### src/rtl/keypad_pkg.sv
// Shared definitions for the matrix keypad scanner: FSM state encoding,
// the "no key" code for consumers and the key-code width helper.
package keypad_pkg;

  typedef logic [1:0] state_t;

  localparam state_t SCAN     = 2'd0;
  localparam state_t DEBOUNCE = 2'd1;
  localparam state_t HELD     = 2'd2;

  // Consumers slice this to their key-code width to mean "no key".
  localparam logic [31:0] KEY_NONE = '1;

  function automatic int key_width(input int rows, input int cols);
    return (rows * cols > 1) ? $clog2(rows * cols) : 1;
  endfunction

endpackage

### src/rtl/keypad_col_driver.sv
// One-hot column ring: holds each column for DWELL cycles, flags the last
// dwell cycle, stops while frozen and steps once on an advance pulse.
module keypad_col_driver #(
  parameter int NUM_COLS = 4,
  parameter int DWELL    = 4,
  localparam int CW      = $clog2(NUM_COLS),
  localparam int DW      = $clog2(DWELL)
) (
  input  logic                clk_out,
  input  logic                reset,
  input  logic                freeze,
  input  logic                advance,
  output logic [NUM_COLS-1:0] col_drive,
  output logic [CW-1:0]       col_idx,
  output logic                last_dwell
);

  logic [DW-1:0] dwell_cnt;

  // Independent of freeze so the capture decision can feed freeze without a loop.
  assign last_dwell = (dwell_cnt == DW'(DWELL - 1));

  always_ff @(posedge clk_out or negedge reset) begin
    if (!reset) begin
      col_drive <= NUM_COLS'(1);
      col_idx   <= '0;
      dwell_cnt <= '0;
    end else if (advance || (!freeze && last_dwell)) begin
      col_drive <= {col_drive[NUM_COLS-2:0], col_drive[NUM_COLS-1]};
      col_idx   <= (col_idx == CW'(NUM_COLS - 1)) ? '0 : col_idx + 1'b1;
      dwell_cnt <= '0;
    end else if (!freeze) begin
      dwell_cnt <= dwell_cnt + 1'b1;
    end
  end

endmodule

### src/rtl/keypad_scanner.sv
// Matrix keypad scanner: column strobe, 2-flop row sync, debounce, ghost
// rejection and a valid/ready key event. Typematic repeat: KEYPAD_REPEAT_EN.
module keypad_scanner
  import keypad_pkg::*;
#(
  parameter int NUM_COLS      = 4,
  parameter int NUM_ROWS      = 3,
  parameter int DWELL         = 4,
  parameter int DEBOUNCE_CNT  = 8,
  parameter int REPEAT_DELAY  = 64,
  parameter int REPEAT_PERIOD = 16,
  localparam int KEY_W        = key_width(NUM_ROWS, NUM_COLS)
) (
  input  logic                clk_out,
  input  logic                reset,
  input  logic [NUM_ROWS-1:0] row_in,
  output logic [NUM_COLS-1:0] col_drive,
  output logic [KEY_W-1:0]    key_code,
  output logic                key_valid,
  input  logic                key_ready,
  output logic                key_pressed,
  output logic                overrun,
  input  logic                overrun_clr,
  output logic [1:0]          fsm_state
);

  localparam int RW  = (NUM_ROWS > 1) ? $clog2(NUM_ROWS) : 1;
  localparam int CW  = $clog2(NUM_COLS);
  localparam int DBW = $clog2(DEBOUNCE_CNT + 1);

  // Handshake: an event is offered while key_valid=1 and is consumed on any
  // cycle with key_valid && key_ready; key_code never changes while offered.

  state_t              state;
  logic [NUM_ROWS-1:0] row_sync1, row_sync;
  logic [NUM_ROWS-1:0] row_hot;
  logic [RW-1:0]       row_idx, row_q;
  logic [CW-1:0]       col_idx, col_q;
  logic [DBW-1:0]      deb_cnt;
  logic [KEY_W-1:0]    event_code;
  logic last_dwell, hold, advance, capture, match, row_low, deb_last;
  logic press_fire, release_done, event_fire;

  assign fsm_state = state;

  always_ff @(posedge clk_out or negedge reset) begin
    if (!reset) begin
      row_sync1 <= '0;
      row_sync  <= '0;
    end else begin
      row_sync1 <= row_in;
      row_sync  <= row_sync1;
    end
  end

  always_comb begin
    row_idx = '0;
    for (int i = 0; i < NUM_ROWS; i++)
      if (row_sync[i]) row_idx = RW'(i);
  end

  assign match        = (row_sync == row_hot);
  assign row_low      = ((row_sync & row_hot) == '0);
  assign deb_last     = (deb_cnt == DBW'(DEBOUNCE_CNT - 1));
  assign capture      = (state == SCAN) && last_dwell && $onehot(row_sync);
  assign press_fire   = (state == DEBOUNCE) && match && deb_last;
  assign release_done = (state == HELD) && row_low && deb_last;
  assign advance      = ((state == DEBOUNCE) && !match) || release_done;
  assign hold         = (state != SCAN) || capture;
  assign event_code   = KEY_W'(int'(row_q) * NUM_COLS + int'(col_q));

  keypad_col_driver #(
    .NUM_COLS (NUM_COLS),
    .DWELL    (DWELL)
  ) u_col_driver (
    .clk_out    (clk_out),
    .reset      (reset),
    .freeze     (hold),
    .advance    (advance),
    .col_drive  (col_drive),
    .col_idx    (col_idx),
    .last_dwell (last_dwell)
  );

  // deb_cnt counts matching samples in DEBOUNCE and released samples in HELD.
  always_ff @(posedge clk_out or negedge reset) begin
    if (!reset) begin
      state       <= SCAN;
      row_hot     <= '0;
      row_q       <= '0;
      col_q       <= '0;
      deb_cnt     <= '0;
      key_pressed <= 1'b0;
    end else begin
      case (state)
        SCAN: begin
          if (capture) begin
            state   <= DEBOUNCE;
            row_hot <= row_sync;
            row_q   <= row_idx;
            col_q   <= col_idx;
            deb_cnt <= '0;
          end
        end
        DEBOUNCE: begin
          if (!match) begin
            state <= SCAN;
          end else if (deb_last) begin
            state       <= HELD;
            key_pressed <= 1'b1;
            deb_cnt     <= '0;
          end else begin
            deb_cnt <= deb_cnt + 1'b1;
          end
        end
        HELD: begin
          if (!row_low) begin
            deb_cnt <= '0;
          end else if (deb_last) begin
            state       <= SCAN;
            key_pressed <= 1'b0;
            deb_cnt     <= '0;
          end else begin
            deb_cnt <= deb_cnt + 1'b1;
          end
        end
        default: state <= SCAN;
      endcase
    end
  end

`ifdef KEYPAD_REPEAT_EN
  localparam int RMAX = (REPEAT_DELAY > REPEAT_PERIOD) ? REPEAT_DELAY : REPEAT_PERIOD;
  localparam int RPW  = $clog2(RMAX + 1);

  logic [RPW-1:0] rep_cnt;
  logic           rep_armed;
  logic           rep_fire;

  // First repeat after REPEAT_DELAY held cycles, then every REPEAT_PERIOD.
  assign rep_fire = (state == HELD) &&
                    (rep_armed ? (rep_cnt == RPW'(REPEAT_PERIOD - 1))
                               : (rep_cnt == RPW'(REPEAT_DELAY - 1)));

  always_ff @(posedge clk_out or negedge reset) begin
    if (!reset) begin
      rep_cnt   <= '0;
      rep_armed <= 1'b0;
    end else if (state != HELD) begin
      rep_cnt   <= '0;
      rep_armed <= 1'b0;
    end else if (rep_fire) begin
      rep_cnt   <= '0;
      rep_armed <= 1'b1;
    end else begin
      rep_cnt <= rep_cnt + 1'b1;
    end
  end

  assign event_fire = press_fire || rep_fire;
`else
  assign event_fire = press_fire;
`endif

  always_ff @(posedge clk_out or negedge reset) begin
    if (!reset) begin
      key_code  <= '0;
      key_valid <= 1'b0;
      overrun   <= 1'b0;
    end else begin
      if (event_fire && (!key_valid || key_ready)) begin
        key_code  <= event_code;
        key_valid <= 1'b1;
      end else if (key_valid && key_ready) begin
        key_valid <= 1'b0;
      end
      // A drop in the same cycle as a clear leaves overrun set.
      if (event_fire && key_valid && !key_ready)
        overrun <= 1'b1;
      else if (overrun_clr)
        overrun <= 1'b0;
    end
  end

endmodule

### config.mk
export PLATFORM = sky130hd
export DESIGN_NAME = keypad_scanner
export DESIGN_NICKNAME = d
export VERILOG_FILES = /design/src/rtl/keypad_pkg.sv /design/src/rtl/keypad_col_driver.sv /design/src/rtl/keypad_scanner.sv
export SDC_FILE = /design/constraint.sdc
export NUM_CORES = 1
export LEC_CHECK = 0
export ABC_AREA = 1
export CAP_MARGIN = 20
export CORE_MARGIN = 5
export CORE_UTILIZATION = 35
export CTS_CLUSTER_SIZE = 30
export DETAILED_ROUTE_END_ITERATION = 10
export DONT_BUFFER_PORTS = 1
export GPL_ROUTABILITY_DRIVEN = 0
export PLACE_DENSITY_LB_ADDON = 0.3
export SETUP_SLACK_MARGIN = 0.05
export SYNTH_ARGS = -nofsm -noshare
export SYNTH_HDL_FRONTEND = slang
export SYNTH_SLANG_ARGS = --single-unit
### constraint.sdc
create_clock -name clk_out -period 2.1 [get_ports clk_out]
set_input_delay 0.63 -clock clk_out [delete_from_list [all_inputs] [get_ports clk_out]]
set_output_delay 0.63 -clock clk_out [all_outputs]
set_load 0.005 [all_outputs]
; Word-level counts from Yosys, hierarchy flattened
; Index checks and enable logic that the tools add are counted.
[word_totals]
register_bits = 34
output_inout_bits = 13
in_bits = 7
[op_classes]
add_sub_neg = 6
bitwise_logic = 1
n_mux = 25
eq_ne = 14
n_reduce_logical = 31
[ops]
columns = cell, n
row1 = $mux 2, 9
row2 = $mux 4, 4
row3 = $logic_and 1x1->1, 12
row4 = $ne 2x2->1 const B, 6
row5 = $pmux 4 s3, 1
row6 = $mux 1, 9
row7 = $reduce_bool 2->1, 4
row8 = $eq 2x2->1 const B, 3
row9 = $pmux 2 s3, 1
row10 = $reduce_and 5->1, 1
row11 = $add 2x1->2 const B, 2
row12 = $add 4x1->4 const B, 1
row13 = $add 4x2->4, 1
row14 = $eq 2x1->1 const B, 2
row15 = $eq 4x3->1 const B, 1
row16 = $logic_not 1->1, 4
row17 = $logic_or 1x1->1, 4
row18 = $reduce_and 4->1, 1
row19 = $and 3x3->3, 1
row20 = $eq 3x3->1, 1
row21 = $logic_not 3->1, 1
row22 = $ne 3x3->1 const B, 1
row23 = $reduce_and 3->1, 1
row24 = $reduce_bool 3->1, 1
row25 = other kinds (5), 5

; Logic depth before layout (Yosys ltp)
[logic_depth]
depth_word = 9
mapped_depth = 10
depth_no_buf = 10

; Hierarchy
; From an unflattened synthesis, not the netlist that was laid out.
[hier_totals]
cells_unflattened = 186
hier_area_um2 = 1739.2
[modules_own_cells]
columns = mod, cells_each, n_inst, area_per_inst_um2
row1 = keypad_scanner, 143, 1, 1343.8
row2 = keypad_col_driver, 43, 1, 395.4

; Worst setup path before layout
; OpenSTA, ideal clock, no wires.
[synth_timing]
kind = register -> register
startpoint = reg row_sync[1]
endpoint = reg state[0] (netlist: fsm_state[0])
slack_ns = 0.507
t_arrival_ns = 1.476
path_stages_with_launch = 9
path_cell_list = dfrtp_1 -> inv_1 -> fa_1 -> inv_1 -> nand4_2 -> nand2_1 -> nand3_1 -> nand2_1 -> nand2_1
[synth_via]
elab_chain_cells = 6
word_cells_on_any_way = 13
classes_between = 2 x add/sub / 5 x eq/ne / 2 x mux / 1 x bitwise / 3 x reduce/logical
[synth_rtl]
columns = item, line_no
row1 = "start, declared", keypad_scanner.sv:35  ; logic [NUM_ROWS-1:0] row_sync1, row_sync;
row2 = "start signal, assigned", keypad_scanner.sv:52  ; row_sync <= row_sync1;
row3 = $add 1x1->2 (implied by the code), keypad_scanner.sv:65  ; assign capture = (state == SCAN) && last_dwell && $onehot(row_sync);
row4 = $add 2x1->2 (implied by the code), keypad_scanner.sv:65
row5 = $eq 2x1->1, keypad_scanner.sv:65
row6 = $logic_and 1x1->1, keypad_scanner.sv:65
row7 = $ne 2x2->1 (no line), n/a
row8 = $reduce_and 4->1 (no line), n/a
row9 = "end signal, assigned", keypad_scanner.sv:88  ; state <= SCAN;
row10 = "end signal, assigned", keypad_scanner.sv:98  ; state <= DEBOUNCE;
row11 = "end signal, assigned", keypad_scanner.sv:107  ; state <= SCAN;
row12 = "end, declared", keypad_scanner.sv:34  ; state_t state;
; Parallel ways exist; a longest one is shown, timed or not.
; A chain may end at the register's enable or synchronous reset.

; Worst setup path in the final report
[layout_timing]
startpoint = reg row_sync[0]
endpoint = reg u_col_driver.dwell_cnt[0]
[layout_via]
elab_chain_cells = 9
word_cells_on_any_way = 18
classes_between = 2 x add/sub / 3 x eq/ne / 1 x mux / 1 x bitwise / 11 x reduce/logical
[layout_rtl]
columns = item, line_no
row1 = $add 1x1->2 (implied by the code), keypad_scanner.sv:65
row2 = $add 2x1->2 (implied by the code), keypad_scanner.sv:65
row3 = $eq 2x1->1, keypad_scanner.sv:65
row4 = $logic_and 1x1->1, keypad_scanner.sv:65
row5 = $logic_or 1x1->1, keypad_scanner.sv:69  ; assign hold = (state != SCAN) || capture;
row6 = $logic_not 1->1, keypad_col_driver.sv:28  ; end else if (advance || (!freeze && last_dwell)) begin
row7 = $logic_and 1x1->1, keypad_col_driver.sv:28
row8 = $logic_or 1x1->1, keypad_col_driver.sv:28
row9 = $ne 2x2->1 (no line) or $mux 2 (tied branches), n/a
row10 = "end signal, assigned", keypad_col_driver.sv:33  ; dwell_cnt <= dwell_cnt + 1'b1;
row11 = "end, declared", keypad_col_driver.sv:18  ; logic [DW-1:0] dwell_cnt;
; Parallel ways exist; a longest one is shown, timed or not.

==> metrics <==
status finished clean; # DRC 0; Die H 78.7 µm; top cell type's share of synthesized area 0.484; Synth Cell Area 0.00165 mm²; FFs w/ async S/R, synth 1.00; I/O Buffers 0; critical path type flip-flop to flip-flop; IR drop worst, VDD 0.000631 V; PostCTS Resize Cnt 0; top achievable clock speed 564 MHz; Worst slew margin 0.799; Fin. Hold Viols 0; PwrDens 1200 mW/mm²; Worst setup EP type flip-flop; Worst-Margin Slew 0.300 ns; placed cell count 242; Yosys reg bits 33; pin count of the biggest net entering global routing 34; Post-CTS Setup Repair Bufs 0; worst-path maximum fanout 10; H-tree levels 2; most frequent cells in the layout 61 x nand2_1, 32 x dfrtp_1, 22 x nand3_1; share of cells above drive strength 1 0.107; GRT Residual Overflow 0; area of placed instances 0.00172 mm²; fin crit period 1.77 ns; synthesized net count 207; most common cell after layout, fill and taps aside nand2_1; max-cap violation count 0; cells after synthesis 188; WHS 0.0364 ns; post-DP HPWL 2.23 mm; yosys warns 0; Fillers 441; Final Cycle Share 0.845; Core Area 0.00466 mm²; fraction of synthesized area in multiplexers 0; Cell variety after synth 23; arrival time worst endpoint 1.95 ns; Most used DFF post-synth dfrtp_1; First-pass DRT Iterations 4; final worst slack 0.326 ns; routed vias 1171; Routed Antenna Nets 0; Area Growth Syn to Fin 11.1%; Post-Layout Cell Count 250; setup TNS 0 ns; dpl ws 0.327 ns; Post-Synth XOR/XNOR Area 0.00530; FP Rows 25; CTS root buf clkbuf_8; n_diodes 0; initial antenna violation count 0; Overall Global Routing Usage 0.110; # hold bufs at CTS 0; CP startpoint kind flip-flop; Adder-Cell Fraction of Synth Area 0.0954; RSZ-0062 raised after global routing no; maximum clock path buffer count 2; Synth Area in Simple Gates 0.299; clock-pin slew on the worst setup and hold paths 0.07 ns; EDFF count, synth 0; top-level I/O count 20; main combinational cell family by area after synthesis simple AND/OR/NAND/NOR gates; Leakage Power 1.00 nW; register area share after synthesis 0.500; Final setup viols 0; Clock Latency Late Sink 0.28 ns; Die X 78.7 µm; flop-to-flop setup slack 0.33 ns; Mapped Avg Cell Area 8.79 µm²; vias in the first global route 1171; Num Clock Sinks 33; DR vias/cell 4.68; final wirelength 2.95 mm; Pins Over Slew Limit 0; Fin Clk Skew 0.00699 ns; Hold Crit Class primary input to asynchronous set/reset pin; Critical Path RT 2.27 ns; starting density of the core 0.355; area leader, netlist dfrtp_1; initial DRC count 48; Routed WL per cell 11.8 µm; Num CTS Buffers 5; CTS tree done; first-pass GRT wire length 5.31 mm; Design Area, Final 0.00184 mm²; Synth Area in Compound Gates 0.0431; die area 0.00620 mm²; top cells by area, synth dfrtp_1 48%, nand2_1 14%, ha_1 8.3%; final net count 214
## cells in the mapped netlist, types with 2 or more instances
cell type and count:
dfrtp_1 32, ha_1 11, inv_1 21, inv_2 4
nand2_1 61, nand2_2 2, nand3_1 22, nor2_1 13
nor2_8 2, o21ai_0 5, o21ai_1 3
## worst max-delay path: stages (launching register included)
cell and delay [ns]:
dfrtp_1 0.36, inv_1 0.08, fa_1 0.49, inv_1 0.10, nand4_2 0.20, nand2_1 0.20
xor2_1 0.18, nor2_1 0.05
## cell type report
cell class	instances	area, µm²	share of cell area
well taps	54	67.6	0.0368
multi-input cells	130	732	0.399
inverters	25	93.8	0.0511
clock inverters	1	30.0	0.0163
clock buffers	7	86.3	0.0470
flip-flops and latches	33	827	0.450
## state kept, by name, indices dropped and copies added (netlist names)
| name | cells |
|---|---|
| u_col_driver.dwell_cnt | 2 |
| col_q | 2 |
| overrun | 1 |
| u_col_driver.col_idx | 2 |
| key_pressed | 1 |
| deb_cnt | 4 |
| key_valid | 1 |
| key_code | 4 |
| row_sync | 3 |
| u_col_driver.col_drive | 4 |
| row_q | 1 |
| fsm_state | 2 |
| row_sync1 | 3 |
| row_hot | 3 |
## power breakdown
part	leakage [nW]	switching, mW	total [mW]	internal [mW]
registers	0.426	0.103	0.862	0.759
clock network	0.0585	0.226	0.613	0.387
logic	0.519	0.470	0.724	0.254
## cells by family (layout without fill, tap and decap cells)
family	count (synthesis)	after routing
AO/OA/AOI/OAI	12	12
XOR/XNOR	1	1
adder cells (fa/ha/maj)	12	12
buffers and inverters	25	33
flip-flops	33	33
AND/OR/NAND/NOR	105	105
## path summary, 6_finish.rpt
| check | startpoint | endpoint | cells past startpoint |
|---|---|---|---|
| hold reg to reg | row_sync1[0] | row_sync[0] | 0 |
| min in group clk_out | row_sync1[0] | row_sync[0] | 0 |
| max in group asynchronous | reset | u_col_driver.col_drive[0] | 0 |
| setup reg to reg | row_sync[0] | u_col_driver.dwell_cnt[0] | 7 |
| setup / recovery | row_sync[0] | u_col_driver.dwell_cnt[0] | 7 |
| hold / removal | reset | u_col_driver.col_idx[1] | 0 |
## stage by stage
step	util	power [mW]
3_3_place_gp	0.369	1.59
2_1_floorplan	-	1.44
4_1_cts	0.394	2.23
6_report	0.394	2.20
3_5_place_dp	0.369	1.61
5_1_grt	0.394	2.40
## metal layers
layer	share of wire	routed length, µm	vias to the layer above	track usage
li1	-	-	605	-
met1	0.48	1410	538	0.136
met2	0.44	1310	24	0.169
met3	0.069	205	4	0.0454
met4	0.010	30	0	0.0420
met5	0	0	-	0
(Power assumes the default switching activity.)
